## config.mk

```make
export PLATFORM = sky130hd
export DESIGN_NAME = vxe_axi4slv_rd_burst
export DESIGN_NICKNAME = d
export VERILOG_FILES = /design/src/rtl/vxe_axi4slv_rd_burst.sv
export SDC_FILE = /design/constraint.sdc
export NUM_CORES = 1
export LEC_CHECK = 0
export BUFFER_PORTS_ARGS = -buffer_cell sky130_fd_sc_hd__buf_2
export CORE_UTILIZATION = 55
export CTS_CLUSTER_SIZE = 10
export DETAILED_ROUTE_END_ITERATION = 7
export PLACE_DENSITY_LB_ADDON = 0.05
export SYNTH_ARGS = -nofsm -noshare
export SYNTH_HDL_FRONTEND = slang
export SYNTH_SLANG_ARGS = --single-unit
```

## constraint.sdc

```tcl
create_clock -name S_AXI4_ACLK -period 9.41 [get_ports S_AXI4_ACLK]
set_input_delay 0.4705 -clock S_AXI4_ACLK [delete_from_list [all_inputs] [get_ports S_AXI4_ACLK]]
set_output_delay 0.4705 -clock S_AXI4_ACLK [all_outputs]
set_load 0.02 [all_outputs]
```

## src/rtl/vxe_axi4slv_rd_burst.sv

```systemverilog
// AXI4 slave read-path BIU: splits FIXED/INCR/WRAP bursts into single-beat BIU reads, buffers beats in an R FIFO.
// Latency: AR handshake in N -> biu_renable in N+1 -> RVALID in N+2 when the beat is accepted in N+1; 1 beat/cycle sustained.
// Backpressure: RREADY low fills the R FIFO; biu_renable drops while it is full, and ARREADY stays low until the burst is fully pushed.
//
// Ports:
//   S_AXI4_ACLK / S_AXI4_ARESET : clock, asynchronous active-high reset
//   S_AXI4_AR*                  : read address channel (ID, ADDR, LEN, BURST, VALID/READY)
//   S_AXI4_R*                   : read data channel fed from the head of the R FIFO
//   biu_raddr/biu_renable       : per-beat read request, held until biu_raccept
//   biu_rdata/biu_raccept/biu_rerror : BIU reply, data and error qualified by biu_raccept
module vxe_axi4slv_rd_burst #(
  parameter int ADDR_WIDTH = 32,
  parameter int DATA_WIDTH = 32,
  parameter int ID_WIDTH   = 8,
  parameter int FIFO_DEPTH = 4
) (
  input  logic                  S_AXI4_ACLK,
  input  logic                  S_AXI4_ARESET,
  input  logic [ID_WIDTH-1:0]   S_AXI4_ARID,
  input  logic [ADDR_WIDTH-1:0] S_AXI4_ARADDR,
  input  logic [7:0]            S_AXI4_ARLEN,
  input  logic [1:0]            S_AXI4_ARBURST,
  input  logic                  S_AXI4_ARVALID,
  output logic                  S_AXI4_ARREADY,
  output logic [ID_WIDTH-1:0]   S_AXI4_RID,
  output logic [DATA_WIDTH-1:0] S_AXI4_RDATA,
  output logic [1:0]            S_AXI4_RRESP,
  output logic                  S_AXI4_RLAST,
  output logic                  S_AXI4_RVALID,
  input  logic                  S_AXI4_RREADY,
  output logic [ADDR_WIDTH-1:0] biu_raddr,
  output logic                  biu_renable,
  input  logic [DATA_WIDTH-1:0] biu_rdata,
  input  logic                  biu_raccept,
  input  logic                  biu_rerror
);

  localparam int BYTES  = DATA_WIDTH / 8;
  localparam int BSHIFT = $clog2(BYTES);
  localparam int PW     = $clog2(FIFO_DEPTH);
  localparam int EW     = ID_WIDTH + DATA_WIDTH + 3;

  typedef enum logic [1:0] {IDLE, BURST, ERRB} state_t;

  state_t                state_q, state_d;
  logic                  arready_q, arready_d;
  logic [ID_WIDTH-1:0]   id_q, id_d;
  logic [ADDR_WIDTH-1:0] addr_q, addr_d;
  logic [7:0]            len_q, len_d;
  logic [1:0]            burst_q, burst_d;
  logic [7:0]            beat_q, beat_d;

  logic [EW-1:0]         mem_q [FIFO_DEPTH];
  logic [PW-1:0]         wr_ptr_q, wr_ptr_d, rd_ptr_q, rd_ptr_d;
  logic [PW:0]           count_q, count_d;

  logic                  fifo_full, fifo_empty, push_vld, pop;
  logic [EW-1:0]         push_dat;
  logic                  beat_last, ar_legal;
  logic [ADDR_WIDTH-1:0] wrap_mask, addr_inc, addr_next;

  assign fifo_full  = (count_q == (PW+1)'(FIFO_DEPTH));
  assign fifo_empty = (count_q == '0);
  assign pop        = !fifo_empty && S_AXI4_RREADY;
  assign beat_last  = (beat_q == len_q);

  // ARREADY is a flop so that it reads 0 during reset and the first cycle after it.
  assign S_AXI4_ARREADY = arready_q;
  assign biu_renable    = (state_q == BURST) && !fifo_full;
  assign biu_raddr      = addr_q & ~ADDR_WIDTH'(BYTES - 1);
  assign S_AXI4_RVALID  = !fifo_empty;
  assign {S_AXI4_RID, S_AXI4_RDATA, S_AXI4_RRESP, S_AXI4_RLAST} = mem_q[rd_ptr_q];

  // WRAP is only legal for 2/4/8/16 beats; reserved burst type is always an error.
  assign ar_legal = (S_AXI4_ARBURST != 2'b11) &&
                    !((S_AXI4_ARBURST == 2'b10) &&
                      !((S_AXI4_ARLEN == 8'd1) || (S_AXI4_ARLEN == 8'd3) ||
                        (S_AXI4_ARLEN == 8'd7) || (S_AXI4_ARLEN == 8'd15)));

  // Wrap window is the total burst size in bytes; only the bits inside it advance.
  assign wrap_mask = ((ADDR_WIDTH'(len_q) + ADDR_WIDTH'(1)) << BSHIFT) - ADDR_WIDTH'(1);
  assign addr_inc  = addr_q + ADDR_WIDTH'(BYTES);

  always_comb begin
    addr_next = addr_inc;
    case (burst_q)
      2'b00:   addr_next = addr_q;
      2'b10:   addr_next = (addr_q & ~wrap_mask) | (addr_inc & wrap_mask);
      default: addr_next = addr_inc;
    endcase
  end

  always_comb begin
    state_d  = state_q;
    id_d     = id_q;
    addr_d   = addr_q;
    len_d    = len_q;
    burst_d  = burst_q;
    beat_d   = beat_q;
    push_vld = 1'b0;
    push_dat = '0;
    case (state_q)
      IDLE: begin
        if (S_AXI4_ARVALID && arready_q) begin
          id_d    = S_AXI4_ARID;
          addr_d  = S_AXI4_ARADDR;
          len_d   = S_AXI4_ARLEN;
          burst_d = S_AXI4_ARBURST;
          beat_d  = 8'd0;
          state_d = ar_legal ? BURST : ERRB;
        end
      end
      BURST: begin
        if (biu_renable && biu_raccept) begin
          push_vld = 1'b1;
          push_dat = {id_q, biu_rdata, (biu_rerror ? 2'b10 : 2'b00), beat_last};
          addr_d   = addr_next;
          beat_d   = beat_q + 8'd1;
          if (beat_last) state_d = IDLE;
        end
      end
      ERRB: begin
        // Synthesised SLVERR beats, paced only by FIFO space.
        if (!fifo_full) begin
          push_vld = 1'b1;
          push_dat = {id_q, {DATA_WIDTH{1'b0}}, 2'b10, beat_last};
          beat_d   = beat_q + 8'd1;
          if (beat_last) state_d = IDLE;
        end
      end
      default: state_d = IDLE;
    endcase
    arready_d = (state_d == IDLE);
  end

  always_comb begin
    wr_ptr_d = wr_ptr_q;
    rd_ptr_d = rd_ptr_q;
    count_d  = count_q;
    if (push_vld) wr_ptr_d = wr_ptr_q + PW'(1);
    if (pop)      rd_ptr_d = rd_ptr_q + PW'(1);
    case ({push_vld, pop})
      2'b10:   count_d = count_q + (PW+1)'(1);
      2'b01:   count_d = count_q - (PW+1)'(1);
      default: count_d = count_q;
    endcase
  end

  always_ff @(posedge S_AXI4_ACLK or posedge S_AXI4_ARESET) begin
    if (S_AXI4_ARESET) begin
      state_q   <= IDLE;
      arready_q <= 1'b0;
      id_q      <= '0;
      addr_q    <= '0;
      len_q     <= '0;
      burst_q   <= '0;
      beat_q    <= '0;
      wr_ptr_q  <= '0;
      rd_ptr_q  <= '0;
      count_q   <= '0;
    end else begin
      state_q   <= state_d;
      arready_q <= arready_d;
      id_q      <= id_d;
      addr_q    <= addr_d;
      len_q     <= len_d;
      burst_q   <= burst_d;
      beat_q    <= beat_d;
      wr_ptr_q  <= wr_ptr_d;
      rd_ptr_q  <= rd_ptr_d;
      count_q   <= count_d;
    end
  end

  // Storage is cleared on reset so the R outputs read 0 out of reset.
  always_ff @(posedge S_AXI4_ACLK or posedge S_AXI4_ARESET) begin
    if (S_AXI4_ARESET) begin
      for (int i = 0; i < FIFO_DEPTH; i++) mem_q[i] <= '0;
    end else if (push_vld) begin
      mem_q[wr_ptr_q] <= push_dat;
    end
  end

endmodule

```

==> results.yml <==
critical_path:
  path_class: "reg2out"
  critical_path.endpoint_type: "output port"
  critPathLaunchType: "flop"
  worstPathRequired_ns: 8.94
  critical_path_peak_fanout: 23
  cp.arrival_ns: 2.75
timing:
  grt_setup_unrepaired: "no"
  tightest_slew_ns: 1.03
  min_period_over_period: 0.342
  slew_viol_final: 0
  timing.max_slew.rel_slack: 0.311
  totalNegativeSetupSlack_ns: 0
  layout_min_cycle_time_ns: 3.22
  finalWorstSetupSlack_ns: 6.19
  setup-violations-final: 0
  fmax_mhz: 311
  finClkSkew_ns: 0.0130
  holdWs_ns: 0.0603
  hold_viol: 0
power_and_ir_drop:
  max-vdd-ir-drop_v: 0.000208
  power.density_mw_per_mm2: 298
  cellLeakagePower_nw: 5.94
detailed_routing:
  drtAntennaViolNets: 0
  detailroute.via_count: 8419
  vias_per_cell: 5.66
  drcViolationCount: 0
  wl_met3_mm: 1.17
  dr.first_iter.drc_count: 354
  dr.max_layer_used: "met5"
  detailedRoute.firstPassIterationCount: 5
  dr_wl_met2_mm: 12.8
  wire_per_inst_um: 17.4
  totalWireLength_mm: 25.9
  drt-met1-wl_mm: 11.6
logic_synthesis:
  sequential_to_total_area_share_from_yosys_stat: 0.513
  synth_edf_count: 0
  synthDominantAreaCellType: "sky130_fd_sc_hd__dfrtp_1"
  synth-async-reset-ratio: 1.00
  synth_area_mm2: 0.0114
  synthTopCellsByArea: "sky130_fd_sc_hd__dfrtp_1 (51%), sky130_fd_sc_hd__mux4_2 (8.3%), sky130_fd_sc_hd__o21ai_0 (7.3%)"
  synth-seq-cells: 234
  yosysTopAreaCellShare: 0.513
  synth.lib_cells_used.distinct: 70
  synthFlopType: "sky130_fd_sc_hd__dfrtp_1"
  synthesis.yosys.warnings: 0
  synth.avg_cell_area_um2: 10.6
  synthCells: 1075
final_layout:
  post_route_cell_area_mm2: 0.0131
  fillerInstances: 1743
  number_of_nets_in_the_layout: 1307
  share_of_post_route_cells_with_drive_strength_above_1: 0.271
  finalNonFillerCells: 1487
  areaGrowthSynthToFinish_pct: 15.0
global_route:
  grt_start_max_net_pins: 92
  grt_first_pass_wirelength_mm: 42.8
  grt_use_total: 0.250
  grt_pass1_vias: 8217
  globalRouteOverflowTotal: 0
  grt_antenna_before_repair: 2
cts:
  clk_root_buffer_cell: "sky130_fd_sc_hd__clkbuf_16"
  cts_max_level: 1
  clock_sinks: 234
  cts-buffers-inserted: 28
  clockBufferDepth: 3
  insertion_delay_to_the_later_sink_of_the_worst_skew_pair_ns: 0.52
  post_cts_buffers: 0
  tritoncts: "done"
  cts.reportedPaths.clkPinSlew_ns: 0.06
  cts.repair.resized: 0
  cts.hold.buffers_added: 0
floorplanning:
  die_area_mm2: 0.0213
  die_w_um: 146
  placementRows: 52
  die_height_um: 146
  floorplan.initialDensity: 0.562
  core_mm2: 0.0203
  io_pins: 166
place:
  globalplace.congestion: 0.827
  preCtsSetupSlack_ns: 6.37
  post_dp_cell_area_mm2: 0.0123
  buffer_ports.inserted: 160
  dp_cells: 1446
  detailed_place_hpwl_mm: 16.4
worst_hold_path:
  min_path_type: "in2async"
flow_run:
  drv_cap: 0
status:
  status: "completed"
through the flow:
step | util | power (mW)
floorplan | - | 2.56
global placement | 0.605 | 2.90
detailed placement | 0.605 | 2.94
CTS | 0.646 | 3.94
global route | 0.646 | 4.14
finish | 0.646 | 3.91
synth_stat cells (3+ instances only):
cell and number:
sky130_fd_sc_hd__buf_6 5, sky130_fd_sc_hd__buf_1 3, sky130_fd_sc_hd__buf_2 27, sky130_fd_sc_hd__a21o_1 4, sky130_fd_sc_hd__o21ai_1 4, sky130_fd_sc_hd__mux4_2 42, sky130_fd_sc_hd__xor2_1 7, sky130_fd_sc_hd__nor2_1 18
sky130_fd_sc_hd__nor2b_1 6, sky130_fd_sc_hd__nand2b_1 4, sky130_fd_sc_hd__o311ai_1 3, sky130_fd_sc_hd__buf_4 9, sky130_fd_sc_hd__o31ai_1 8, sky130_fd_sc_hd__clkbuf_1 30, sky130_fd_sc_hd__a22o_1 9, sky130_fd_sc_hd__nand3_1 24
sky130_fd_sc_hd__mux2_2 54, sky130_fd_sc_hd__a32o_1 4, sky130_fd_sc_hd__ha_1 12, sky130_fd_sc_hd__inv_1 22, sky130_fd_sc_hd__nand2_1 220, sky130_fd_sc_hd__nor3_1 9, sky130_fd_sc_hd__a21oi_1 38, sky130_fd_sc_hd__nor4_1 4
sky130_fd_sc_hd__dfrtp_1 234, sky130_fd_sc_hd__and2_1 6, sky130_fd_sc_hd__o21ai_0 167, sky130_fd_sc_hd__o22ai_1 6, sky130_fd_sc_hd__and4_1 5, sky130_fd_sc_hd__and3_1 13, sky130_fd_sc_hd__xnor2_1 18, sky130_fd_sc_hd__nand4_1 10
sky130_fd_sc_hd__o211ai_1 4
layer usage:
metal,up-vias,track usage
li1,4066,-
met1,4132,0.341
met2,189,0.422
met3,30,0.0395
met4,2,0.0604
met5,-,0
layout make-up:
type	instances	area, um2	area share
clock buffer	39	793	0.0605
tap	270	338	0.0258
clock inverter	1	30.0	0.00229
timing repair buffer	173	898	0.0685
multi-input combinational	747	5100	0.389
sequential	234	5860	0.447
antenna	1	2.50	0.000191
inverter	22	90.1	0.00687
logic make-up after synthesis:
group	Yosys count	synth area share
simple gates	337	0.134
flops	234	0.513
buf+inv	96	0.0408
fa+ha+maj	13	0.0149
compound gates	272	0.141
mux	97	0.137
xor+xnor	25	0.0192
other cells	1	0.000329
power by group:
| group | internal (mW) | switching (mW) | total (mW) | leakage, nW |
|---|---|---|---|---|
| Sequential | 1.25 | 0.295 | 1.55 | 3.11 |
| Combinational | 0.593 | 0.779 | 1.37 | 2.43 |
| Clock | 0.601 | 0.385 | 0.986 | 0.401 |
| Total | 2.45 | 1.46 | 3.91 | 5.94 |
cell usage in the layout (no fill, tap or decap), types with 5 or more instances in the layout:
cell / instances
sky130_fd_sc_hd__o21ai_0: 167
sky130_fd_sc_hd__mux4_2: 42
sky130_fd_sc_hd__clkbuf_16: 29
sky130_fd_sc_hd__nor2b_1: 6
sky130_fd_sc_hd__buf_4: 13
sky130_fd_sc_hd__and3_1: 13
sky130_fd_sc_hd__and4_1: 5
sky130_fd_sc_hd__nand4_1: 10
sky130_fd_sc_hd__nor3_1: 9
sky130_fd_sc_hd__a22o_1: 9
sky130_fd_sc_hd__nand2_2: 5
sky130_fd_sc_hd__dfrtp_1: 232
sky130_fd_sc_hd__mux2_2: 54
sky130_fd_sc_hd__xor2_1: 7
sky130_fd_sc_hd__ha_1: 12
sky130_fd_sc_hd__nor2_1: 17
sky130_fd_sc_hd__xnor2_1: 18
sky130_fd_sc_hd__nand2_1: 216
sky130_fd_sc_hd__buf_2: 160
sky130_fd_sc_hd__inv_1: 21
sky130_fd_sc_hd__o31ai_1: 8
sky130_fd_sc_hd__a21oi_1: 38
sky130_fd_sc_hd__nand3_1: 24
sky130_fd_sc_hd__o22ai_1: 6
sky130_fd_sc_hd__and2_1: 6
sky130_fd_sc_hd__clkbuf_1: 7
path summary, 6_finish.rpt:
kind                                   start               end  slack (ns)  cells after the start
min in group S_AXI4_ACLK   S_AXI4_ARADDR[31]              flop        0.17                      3
min                            S_AXI4_ARESET         beat_q[6]        0.06                      2
min reg2reg                        mem_q[10]         mem_q[10]        0.47                      2
max reg2reg                         len_q[0]              flop        6.36                      8
max in group asynchronous      S_AXI4_ARESET         mem_q[57]        7.93                      3
max                              rd_ptr_q[0]  S_AXI4_RDATA[16]        6.19                      3
critical path, stage by stage (launching register included):
cell and delay [ns]:
sky130_fd_sc_hd__dfrtp_2 0.89, sky130_fd_sc_hd__buf_4 0.55, sky130_fd_sc_hd__mux4_2 0.59, sky130_fd_sc_hd__buf_2 0.18
No activity file was read; power rests on OpenSTA's default activity.
